<file path="config.mk">
export PLATFORM = sky130hd
export DESIGN_NAME = sram_port_arbiter
export DESIGN_NICKNAME = d
export VERILOG_FILES = /design/src/rtl/sram_port_arbiter_pkg.sv /design/src/rtl/sram_rd_return.sv /design/src/rtl/sram_port_arbiter.sv
export SDC_FILE = /design/constraint.sdc
export NUM_CORES = 1
export LEC_CHECK = 0
export CELL_PAD_IN_SITES_DETAIL_PLACEMENT = 1
export CELL_PAD_IN_SITES_GLOBAL_PLACEMENT = 1
export CORE_UTILIZATION = 23
export CTS_CLUSTER_SIZE = 20
export DETAILED_ROUTE_END_ITERATION = 8
export GPL_TIMING_DRIVEN = 0
export PLACE_DENSITY = 0.87
export SYNTH_ARGS = -nofsm -noshare
export SYNTH_HDL_FRONTEND = slang
export SYNTH_HIERARCHICAL = 1
export SYNTH_SLANG_ARGS = --single-unit
export TNS_END_PERCENT = 5
</file>
<file path="constraint.sdc">
create_clock -name clk -period 7.5 [get_ports clk]
set_clock_uncertainty 0.1 [all_clocks]
set_input_delay 1.5 -clock clk [delete_from_list [all_inputs] [get_ports clk]]
set_output_delay 1.5 -clock clk [all_outputs]
set_load 0.02 [all_outputs]
</file>
<file path="src/rtl/sram_port_arbiter_pkg.sv">
`default_nettype none
// ============================================================================
// Module  : sram_port_arbiter_pkg
// Purpose : Shared types and constants for the two-port SRAM arbiter.
//           - arb_state_e : arbiter FSM state encoding (2 bit)
//           - ARB_M0/ARB_M1 : requester index used to tag read returns
// Revision: 1.0 - initial release
// ============================================================================
package sram_port_arbiter_pkg;

    typedef enum logic [1:0] {
        ARB_IDLE    = 2'd0,
        ARB_M0_RUN  = 2'd1,
        ARB_M1_LOCK = 2'd2
    } arb_state_e;

    localparam logic ARB_M0 = 1'b0;
    localparam logic ARB_M1 = 1'b1;

endpackage : sram_port_arbiter_pkg
`default_nettype wire

</file>
<file path="src/rtl/sram_rd_return.sv">
`default_nettype none
// ============================================================================
// Module  : sram_rd_return
// Purpose : One-cycle read-return pipeline. Remembers that a read was issued
//           to the SRAM and by whom, then steers sram_DO to that requester's
//           rdata/rvalid on the following cycle.
// Ports   : clk, reset        - clock, synchronous active-high reset
//           rd_issue, rd_id   - a read was granted this cycle, and to whom
//           sram_DO           - SRAM read data (valid cycle after the read)
//           m0_rvalid/m0_rdata, m1_rvalid/m1_rdata - per-requester return
// Revision: 1.0 - initial release
// ============================================================================
module sram_rd_return
    import sram_port_arbiter_pkg::*;
(
    input  logic        clk,
    input  logic        reset,
    input  logic        rd_issue,
    input  logic        rd_id,
    input  logic [31:0] sram_DO,
    output logic        m0_rvalid,
    output logic [31:0] m0_rdata,
    output logic        m1_rvalid,
    output logic [31:0] m1_rdata
);

    logic valid_d, valid_q;
    logic id_d, id_q;
    logic live;

    always_comb begin
        valid_d = rd_issue;
        id_d    = rd_issue ? rd_id : id_q;
    end

    always_ff @(posedge clk) begin
        if (reset) begin
            valid_q <= 1'b0;
            id_q    <= ARB_M0;
        end else begin
            valid_q <= valid_d;
            id_q    <= id_d;
        end
    end

    // A read granted just before reset asserts is already in flight in
    // valid_q; masking with reset drops it in the same cycle.
    assign live      = valid_q & ~reset;
    assign m0_rvalid = live & (id_q == ARB_M0);
    assign m1_rvalid = live & (id_q == ARB_M1);
    assign m0_rdata  = m0_rvalid ? sram_DO : 32'd0;
    assign m1_rdata  = m1_rvalid ? sram_DO : 32'd0;

endmodule : sram_rd_return
`default_nettype wire

</file>
<file path="src/rtl/sram_port_arbiter.sv">
`default_nettype none
// ============================================================================
// Module  : sram_port_arbiter
// Purpose : Shares a single-port 64K x 32 SRAM between M0 (CPU control FSM)
//           and M1 (DMA/loader). Fixed M0 priority, starvation relief for M1
//           after MAX_STREAK contested M0 wins, and an M1 burst lock bounded
//           to MAX_BURST grants. Grants are combinational; read data returns
//           one cycle after the grant.
// Ports   : clk, reset                       - clock, sync active-high reset
//           m*_req/we/addr/wdata             - requester access (held to gnt)
//           m*_gnt                           - access issued this cycle
//           m*_rvalid/m*_rdata               - read return
//           m1_lock                          - M1 burst ownership request
//           sram_EN/WE/ADDR/DI, sram_DO      - SRAM pins
//           conflict_cnt                     - saturating count of contested cycles
// Revision: 1.0 - initial release
// ============================================================================
module sram_port_arbiter
    import sram_port_arbiter_pkg::*;
#(
    parameter int MAX_STREAK = 4,
    parameter int MAX_BURST  = 8,
    parameter int CNT_W      = 32
) (
    input  logic             clk,
    input  logic             reset,
    input  logic             m0_req,
    input  logic             m0_we,
    input  logic [15:0]      m0_addr,
    input  logic [31:0]      m0_wdata,
    output logic             m0_gnt,
    output logic             m0_rvalid,
    output logic [31:0]      m0_rdata,
    input  logic             m1_req,
    input  logic             m1_we,
    input  logic [15:0]      m1_addr,
    input  logic [31:0]      m1_wdata,
    input  logic             m1_lock,
    output logic             m1_gnt,
    output logic             m1_rvalid,
    output logic [31:0]      m1_rdata,
    output logic             sram_EN,
    output logic             sram_WE,
    output logic [15:0]      sram_ADDR,
    output logic [31:0]      sram_DI,
    input  logic [31:0]      sram_DO,
    output logic [CNT_W-1:0] conflict_cnt
);

    localparam int STREAK_W = $clog2(MAX_STREAK + 1);
    localparam int BURST_W  = $clog2(MAX_BURST + 1);
    localparam logic [STREAK_W-1:0] STREAK_MAX = STREAK_W'(MAX_STREAK);
    localparam logic [BURST_W-1:0]  BURST_MAX  = BURST_W'(MAX_BURST);
    localparam logic [BURST_W-1:0]  BURST_ONE  = BURST_W'(1);

    arb_state_e          state_d, state_q;
    logic [STREAK_W-1:0] streak_d, streak_q;
    logic [BURST_W-1:0]  burst_d, burst_q;
    logic [CNT_W-1:0]    conflict_d, conflict_q;
    logic                m0_win, m1_win;
    logic                both_req;

    assign both_req = m0_req & m1_req;

    // ------------------------------------------------------------------
    // Arbitration and next-state
    // ------------------------------------------------------------------
    always_comb begin
        m0_win   = 1'b0;
        m1_win   = 1'b0;
        state_d  = state_q;
        streak_d = streak_q;
        burst_d  = burst_q;

        if (state_q == ARB_M1_LOCK && m1_req && m1_lock) begin
            if (burst_q == BURST_MAX && m0_req) begin
                // Forced release: M1 is masked for one cycle so M0 gets in.
                m0_win   = 1'b1;
                state_d  = ARB_M0_RUN;
                burst_d  = '0;
                streak_d = streak_q + 1'b1;
            end else begin
                // Still owning the burst; a full burst with no M0 waiting
                // simply starts a fresh one.
                m1_win   = 1'b1;
                streak_d = '0;
                burst_d  = (burst_q == BURST_MAX) ? BURST_ONE : burst_q + 1'b1;
            end
        end else begin
            // Normal priority arbitration; a lock that ended this cycle
            // falls through here so M0 can win immediately.
            state_d = ARB_IDLE;
            burst_d = '0;
            if (both_req) begin
                if (streak_q == STREAK_MAX) begin
                    m1_win = 1'b1;
                end else begin
                    m0_win = 1'b1;
                end
            end else if (m0_req) begin
                m0_win = 1'b1;
            end else if (m1_req) begin
                m1_win = 1'b1;
            end

            if (m0_win) begin
                state_d = ARB_M0_RUN;
                if (m1_req) begin
                    streak_d = streak_q + 1'b1;
                end
            end
            if (m1_win) begin
                streak_d = '0;
                if (m1_lock) begin
                    state_d = ARB_M1_LOCK;
                    burst_d = BURST_ONE;
                end
            end
        end
    end

    always_comb begin
        conflict_d = conflict_q;
        if (both_req && conflict_q != {CNT_W{1'b1}}) begin
            conflict_d = conflict_q + 1'b1;
        end
    end

    always_ff @(posedge clk) begin
        if (reset) begin
            state_q    <= ARB_IDLE;
            streak_q   <= '0;
            burst_q    <= '0;
            conflict_q <= '0;
        end else begin
            state_q    <= state_d;
            streak_q   <= streak_d;
            burst_q    <= burst_d;
            conflict_q <= conflict_d;
        end
    end

    // ------------------------------------------------------------------
    // Grants and SRAM pin mux (all zero when nobody is granted)
    // ------------------------------------------------------------------
    assign m0_gnt       = m0_win & ~reset;
    assign m1_gnt       = m1_win & ~reset;
    assign conflict_cnt = conflict_q;

    assign sram_EN   = m0_gnt | m1_gnt;
    assign sram_WE   = m1_gnt ? m1_we    : (m0_gnt & m0_we);
    assign sram_ADDR = m1_gnt ? m1_addr  : (m0_gnt ? m0_addr  : 16'd0);
    assign sram_DI   = m1_gnt ? m1_wdata : (m0_gnt ? m0_wdata : 32'd0);

    sram_rd_return u_rd_return (
        .clk       (clk),
        .reset     (reset),
        .rd_issue  (sram_EN & ~sram_WE),
        .rd_id     (m1_gnt ? ARB_M1 : ARB_M0),
        .sram_DO   (sram_DO),
        .m0_rvalid (m0_rvalid),
        .m0_rdata  (m0_rdata),
        .m1_rvalid (m1_rvalid),
        .m1_rdata  (m1_rdata)
    );

endmodule : sram_port_arbiter
`default_nettype wire

</file>
; ---- Yosys cells after proc, flatten, opt, wreduce, memory -nomap -nowiden
; Cells that the tools add are included.
[totals]
ramBits = 0
memories = 0
latch_bits = 0
mem_bits_ro = 0
ff_bits = 43
[classes]
mul = 0
n_bitwise = 12
order_cmp = 0
n_div = 0
add_sub_neg = 3
n_eq_ne = 5
reduce_logical = 7
muxes = 36
n_shift = 0
[ops]
columns = operator, count
row1 = $mux W32, 4
row2 = $add A32 B1 Y32 const B, 1
row3 = $mux W16, 2
row4 = $ne A32 B32 Y1 const B, 1
row5 = $mux W1, 18
row6 = $mux W3, 5
row7 = $mux W4, 3
row8 = $and A1 B1 Y1, 8
row9 = $mux W2, 4
row10 = $reduce_bool A3 Y1, 2
row11 = $add A4 B1 Y4 const B, 1
row12 = $eq A4 B4 Y1 const B, 1
row13 = $logic_and A1 B1 Y1, 4
row14 = $add A3 B1 Y3 const B, 1
row15 = $eq A3 B3 Y1 const B, 1
row16 = $not A1 Y1, 3
row17 = $eq A2 B2 Y1 const B, 1
row18 = $ne A2 B1 Y1 const B, 1
row19 = $reduce_and A2 Y1, 1
row20 = $or A1 B1 Y1, 1

; ---- Longest topological paths before layout
[depth]
word_depth = 10
depth_mapped = 9

; ---- Hierarchy
; The synthesis kept the hierarchy.
[by_module_without_submodules]
columns = module, cells_per_inst, instances, seq_area_each_um2, area_each_um2
row1 = sram_port_arbiter, 307, 1, 820.8, 2641.3
row2 = sram_rd_return, 118, 1, 40.0, 649.4

; ---- Worst setup path before layout
; No wires, ideal clock.
[synth_timing]
path_type = input -> output
start = input m1_req
end = output sram_DI[22]
arrival_time_ns = 3.129
slack_ns = 2.771
required_ns = 5.900
cell_stages = 6
cell_sequence = buf_2 and4b_1 a21boi_1 a211oi_2 clkbuf_1 a22o_1
[synth_via]
elab_chain_cells = 7
[synth_rtl]
columns = item, line_no
row1 = from (decl), sram_port_arbiter.sv:34  ; input logic m1_req,
row2 = $mux W1, sram_port_arbiter.sv:102  ; end else if (m1_req) begin
row3 = $mux W1, sram_port_arbiter.sv:100  ; end else if (m0_req) begin
row4 = $mux W1, sram_port_arbiter.sv:94  ; if (both_req) begin
row5 = $mux W1, sram_port_arbiter.sv:75  ; if (state_q == ARB_M1_LOCK && m1_req && m1_lock) begin
row6 = $mux W1 *, sram_port_arbiter.sv:75
row7 = $and A1 B1 Y1 *, sram_port_arbiter.sv:147  ; assign m1_gnt = m1_win & ~reset;
row8 = net m1_gnt, sram_port_arbiter.sv:39  ; output logic m1_gnt,
row9 = $mux W32 *, sram_port_arbiter.sv:153  ; assign sram_DI = m1_gnt ? m1_wdata : (m0_gnt ? m0_wdata : 32'd0);
row10 = to (decl), sram_port_arbiter.sv:45  ; output logic [31:0] sram_DI,
; Mark *: on every way through the listed nets, which the timed path passes. The rest lies on a longest branch. The select of a mux whose other input is x is not followed.

; ---- Final worst setup path
[layout_timing]
start = input m1_lock
end = output sram_DI[17]
[layout_via]
elab_chain_cells = 5
[layout_rtl]
columns = item, line_no
row1 = from (decl), sram_port_arbiter.sv:38  ; input logic m1_lock,
row2 = $logic_and A1 B1 Y1 *, sram_port_arbiter.sv:75
row3 = $mux W1, sram_port_arbiter.sv:75
row4 = $and A1 B1 Y1, sram_port_arbiter.sv:146  ; assign m0_gnt = m0_win & ~reset;
row5 = $mux W32, sram_port_arbiter.sv:153
row6 = $mux W32 *, sram_port_arbiter.sv:153
; Mark *: on every way between the ends. The rest lies on a longest branch, timed or not.

==> impl_metrics.py <==
metrics = {
    "floorplanning": {
        "die_area_um2": 14790,
        "placementRows": 43,
        "die_h_um": 121.6,
        "start_util_pct": 23.61,
        "die_w_um": 121.6,
        "pin_count": 285,
        "core_area_um2": 13930,
    },
    "sta": {
        "setup_slack_ns": 1.623,
        "min_period_ns": 5.877,
        "post-route-period-util_pct": 78.36,
        "max_slew_margin_pct": 51.37,
        "hold_viol_final": 0,
        "tightest_slew_ns": 0.7228,
        "maxSlewViolCount": 0,
        "grt_setup_unrepaired": "no",
        "setup_violations": 0,
        "fin_setup_tns_ns": 0,
        "max_freq_mhz": 170.2,
    },
    "synth": {
        "ys_seq_area_share_pct": 26.16,
        "synthesis.nets": 565,
        "synth_compound_area_share_pct": 23.42,
        "syn_area_per_cell_um2": 7.743,
        "yosys.area_share.simple_pct": 33.57,
        "yosysWarnings": 6,
        "synth_xor_area_share_pct": 5.589,
        "syn_inst": 425,
        "synth_flop_cell": "dfxtp_1",
        "synth_largest_area_cell": "dfxtp_1",
        "synth_top_family_by_area": "simple AND/OR/NAND/NOR gates",
        "synth_top_area_share_pct": 26.16,
        "async_flop_share_pct": 0,
        "synth_edf_count": 0,
        "synth_cell_types": 53,
        "synth_seq_cells": 43,
        "netlist_top_cells_area": "dfxtp_1 26%, a22o_1 13%, nor2_1 7.5%",
        "synth_fa_ha_area_share_pct": 1.901,
        "synthMuxAreaShare_pct": 0.9506,
        "syn_area_um2": 3291,
    },
    "cells_and_area": {
        "drive_gt1_share_pct": 10.89,
        "final_net_count": 855,
        "n_fill_cell": 1635,
        "syn2layout_area_growth_pct": 97.83,
        "design_area_um2": 6510,
        "layout.cells.non_filler": 898,
    },
    "routing": {
        "routed_wl_um": 17300,
        "viasPerCell": 4.921,
        "vias": 4419,
        "drt_iter0_markers": 206,
        "drt.antenna.violating_nets": 0,
        "drcViolationCount": 0,
        "firstDrtPassIters": 4,
        "avgRoutedWirePerCell_um": 19.27,
    },
    "setup_path": {
        "critPathKind": "in2out",
        "cp-startpoint": "m1_lock",
        "critPathRequiredTime_ns": 5.90,
        "crit_fanout": 10,
        "r2r_cells": 7,
        "worstReg2RegEnd": "conflict_cnt[25]$_SDFFE_PP0P_",
        "cp_num_buf_inv": 4,
        "slowest_stage": "clkdlybuf4s50_1",
        "path_delay_family": "buffers and inverters",
        "r2r_setup_slack_ns": 5.04,
        "worstPathArrival_ns": 4.28,
        "end_kind": "output port",
        "worstPathCellList": "clkdlybuf4s50_1, and4b_1, a21boi_1, a211oi_2, buf_2, buf_2, a22o_1, clkdlybuf4s50_1",
        "cp-start-kind": "input port",
        "slowest_delay_ns": 0.64,
        "r2r-start": "conflict_cnt[0]$_SDFFE_PP0P_",
    },
    "global_route": {
        "grt_start_max_net_pins": 13,
        "grt_overflow_total": 0,
        "track_usage_pct": 22.40,
        "grt_pass1_wl_um": 25450,
        "grt_pass1_vias": 4604,
        "antenna_found_initial": 2,
    },
    "power_and_ir_drop": {
        "p_leak_nw": 2.232,
        "power_density_nw_per_um2": 105.2,
        "p_total_mw": 0.6847,
        "peakVddDrop_mv": 0.07517,
    },
    "clocking": {
        "hold_buffers": 0,
        "cts_setup_buffers": 0,
        "numCtsBuffers": 5,
        "cts_buffer_depth": 2,
        "htreeDepth": 2,
        "clk_latency_ns": 0.28,
        "cts_resized": 0,
        "cts_sinks": 43,
        "cts_tree": "yes",
        "clock-root-buffer": "clkbuf_16",
        "path_clk_slew_ns": 0.06,
    },
    "min_path": {
        "hold_path_end": "conflict_cnt[1]$_SDFFE_PP0P_",
        "hold_start": "conflict_cnt[1]$_SDFFE_PP0P_",
        "whs_path_depth": 2,
        "hold_class": "reg2reg",
    },
    "placed_design": {
        "dp_slack_ns": 1.635,
        "placed_cells": 888,
        "port_buffers": 283,
        "placedInstanceArea_um2": 6349,
        "dp_hpwl_um": 14330,
        "gp_congestion": 0.8757,
    },
    "flow_run": {
        "drv_cap": 0,
    },
    "run_status": {
        "status": "complete, no violations",
    },
}
## Yosys cell counts, types with 3 or more instances
master / count
o31ai_1: 4
or4_1: 5
a22o_1: 49
a21oi_1: 17
nand4_1: 9
buf_12: 3
nor2b_1: 4
clkbuf_1: 7
nor2_1: 66
a211oi_1: 6
nand3_1: 14
ha_1: 5
a31o_2: 4
xnor2_1: 19
dfxtp_1: 43
nor4_1: 6
nand2_1: 47
buf_2: 14
o211a_1: 3
buf_1: 3
buf_6: 4
nand3b_1: 3
or3_1: 4
inv_1: 14
nor2_2: 30
## placed cells by master (no fill, tap or decap), types with 3 or more instances in the layout
cell type | Yosys | final
clkdlybuf4s50_1 | 0 | 283
nand3b_1 | 3 | 3
nand3_1 | 14 | 14
inv_1 | 14 | 14
o211a_1 | 3 | 3
xnor2_1 | 19 | 19
nand4_1 | 9 | 9
nor4_1 | 6 | 6
nor2_1 | 66 | 66
a21oi_1 | 17 | 17
buf_12 | 3 | 3
buf_6 | 4 | 4
dfxtp_1 | 43 | 43
ha_1 | 5 | 5
nor2_2 | 30 | 30
or4_1 | 5 | 5
a211oi_1 | 6 | 6
a31o_2 | 4 | 4
nor2b_1 | 4 | 4
clkbuf_1 | 7 | 8
clkbuf_16 | 0 | 5
a22o_1 | 49 | 49
o31ai_1 | 4 | 4
nand2_1 | 47 | 47
or3_1 | 4 | 4
buf_1 | 3 | 3
buf_2 | 14 | 14
## stage by stage
stage	hold slack, ns	utilization (%)
global route	0.4576	46.70
detailed placement	0.4073	45.56
global placement	0.3933	45.56
CTS	0.4168	46.68
floorplan	0.3760	-
finish	0.4167	46.72
## power breakdown
part | switching [mW] | total, mW | internal (mW)
Sequential | 0.00238 | 0.233 | 0.231
Clock | 0.0894 | 0.231 | 0.142
Combinational | 0.0960 | 0.220 | 0.124
Total | 0.188 | 0.685 | 0.497
## logic make-up (layout without fill, tap and decap cells)
| logic type | Yosys count | count (layout) |
|---|---|---|
| and+or+nand+nor | 210 | 210 |
| buffers and inverters | 47 | 338 |
| other | 0 | 2 |
| DFF | 43 | 43 |
| xor gates and xnor gates | 21 | 21 |
| AOI/OAI and AO/OA | 96 | 96 |
| adders and majority gates | 5 | 5 |
| muxes | 3 | 3 |
## cell type report
type	count	area [µm²]	area share [%]
antenna	2	5.005	0.07688
buffer	32	220.2	3.383
clock buffer	8	156.4	2.402
inverter	15	56.30	0.8649
multi-input combinational	335	2153	33.08
sequential	43	860.8	13.22
tap	180	225.2	3.460
timing repair buffer	283	2833	43.51
## layer usage
metal | GRT usage, % | routed length (µm) | vias to the layer above
met1 | 25.52 | 6650 | 2091
met3 | 7.116 | 1552 | 28
met2 | 39.74 | 8708 | 205
li1 | - | - | 2095
met4 | 6.481 | 389 | 0
met5 | 0 | 0 | -
## tightest hold or removal path, stage by stage, from the launching register on
cell and delay (ns):
dfxtp_1 0.34, nand2_1 0.07, a21oi_1 0.06
## worst max-delay path by stage
stage / cells past startpoint / endpoint
2_1_floorplan: 6 / sram_DI[22]
3_3_place_gp: 7 / sram_DI[30]
3_5_place_dp: 7 / sram_DI[30]
4_1_cts: 7 / sram_DI[30]
5_1_grt: 7 / sram_DI[30]
6_report: 8 / sram_DI[17]
## sequential cells by signal, indices dropped and copies added (netlist names)
name / cells
u_rd_return/id_q: 1
streak_q: 3
burst_q: 4
state_q: 2
conflict_cnt: 32
u_rd_return/valid_q: 1
No activity file was read; power rests on OpenSTA's default activity.
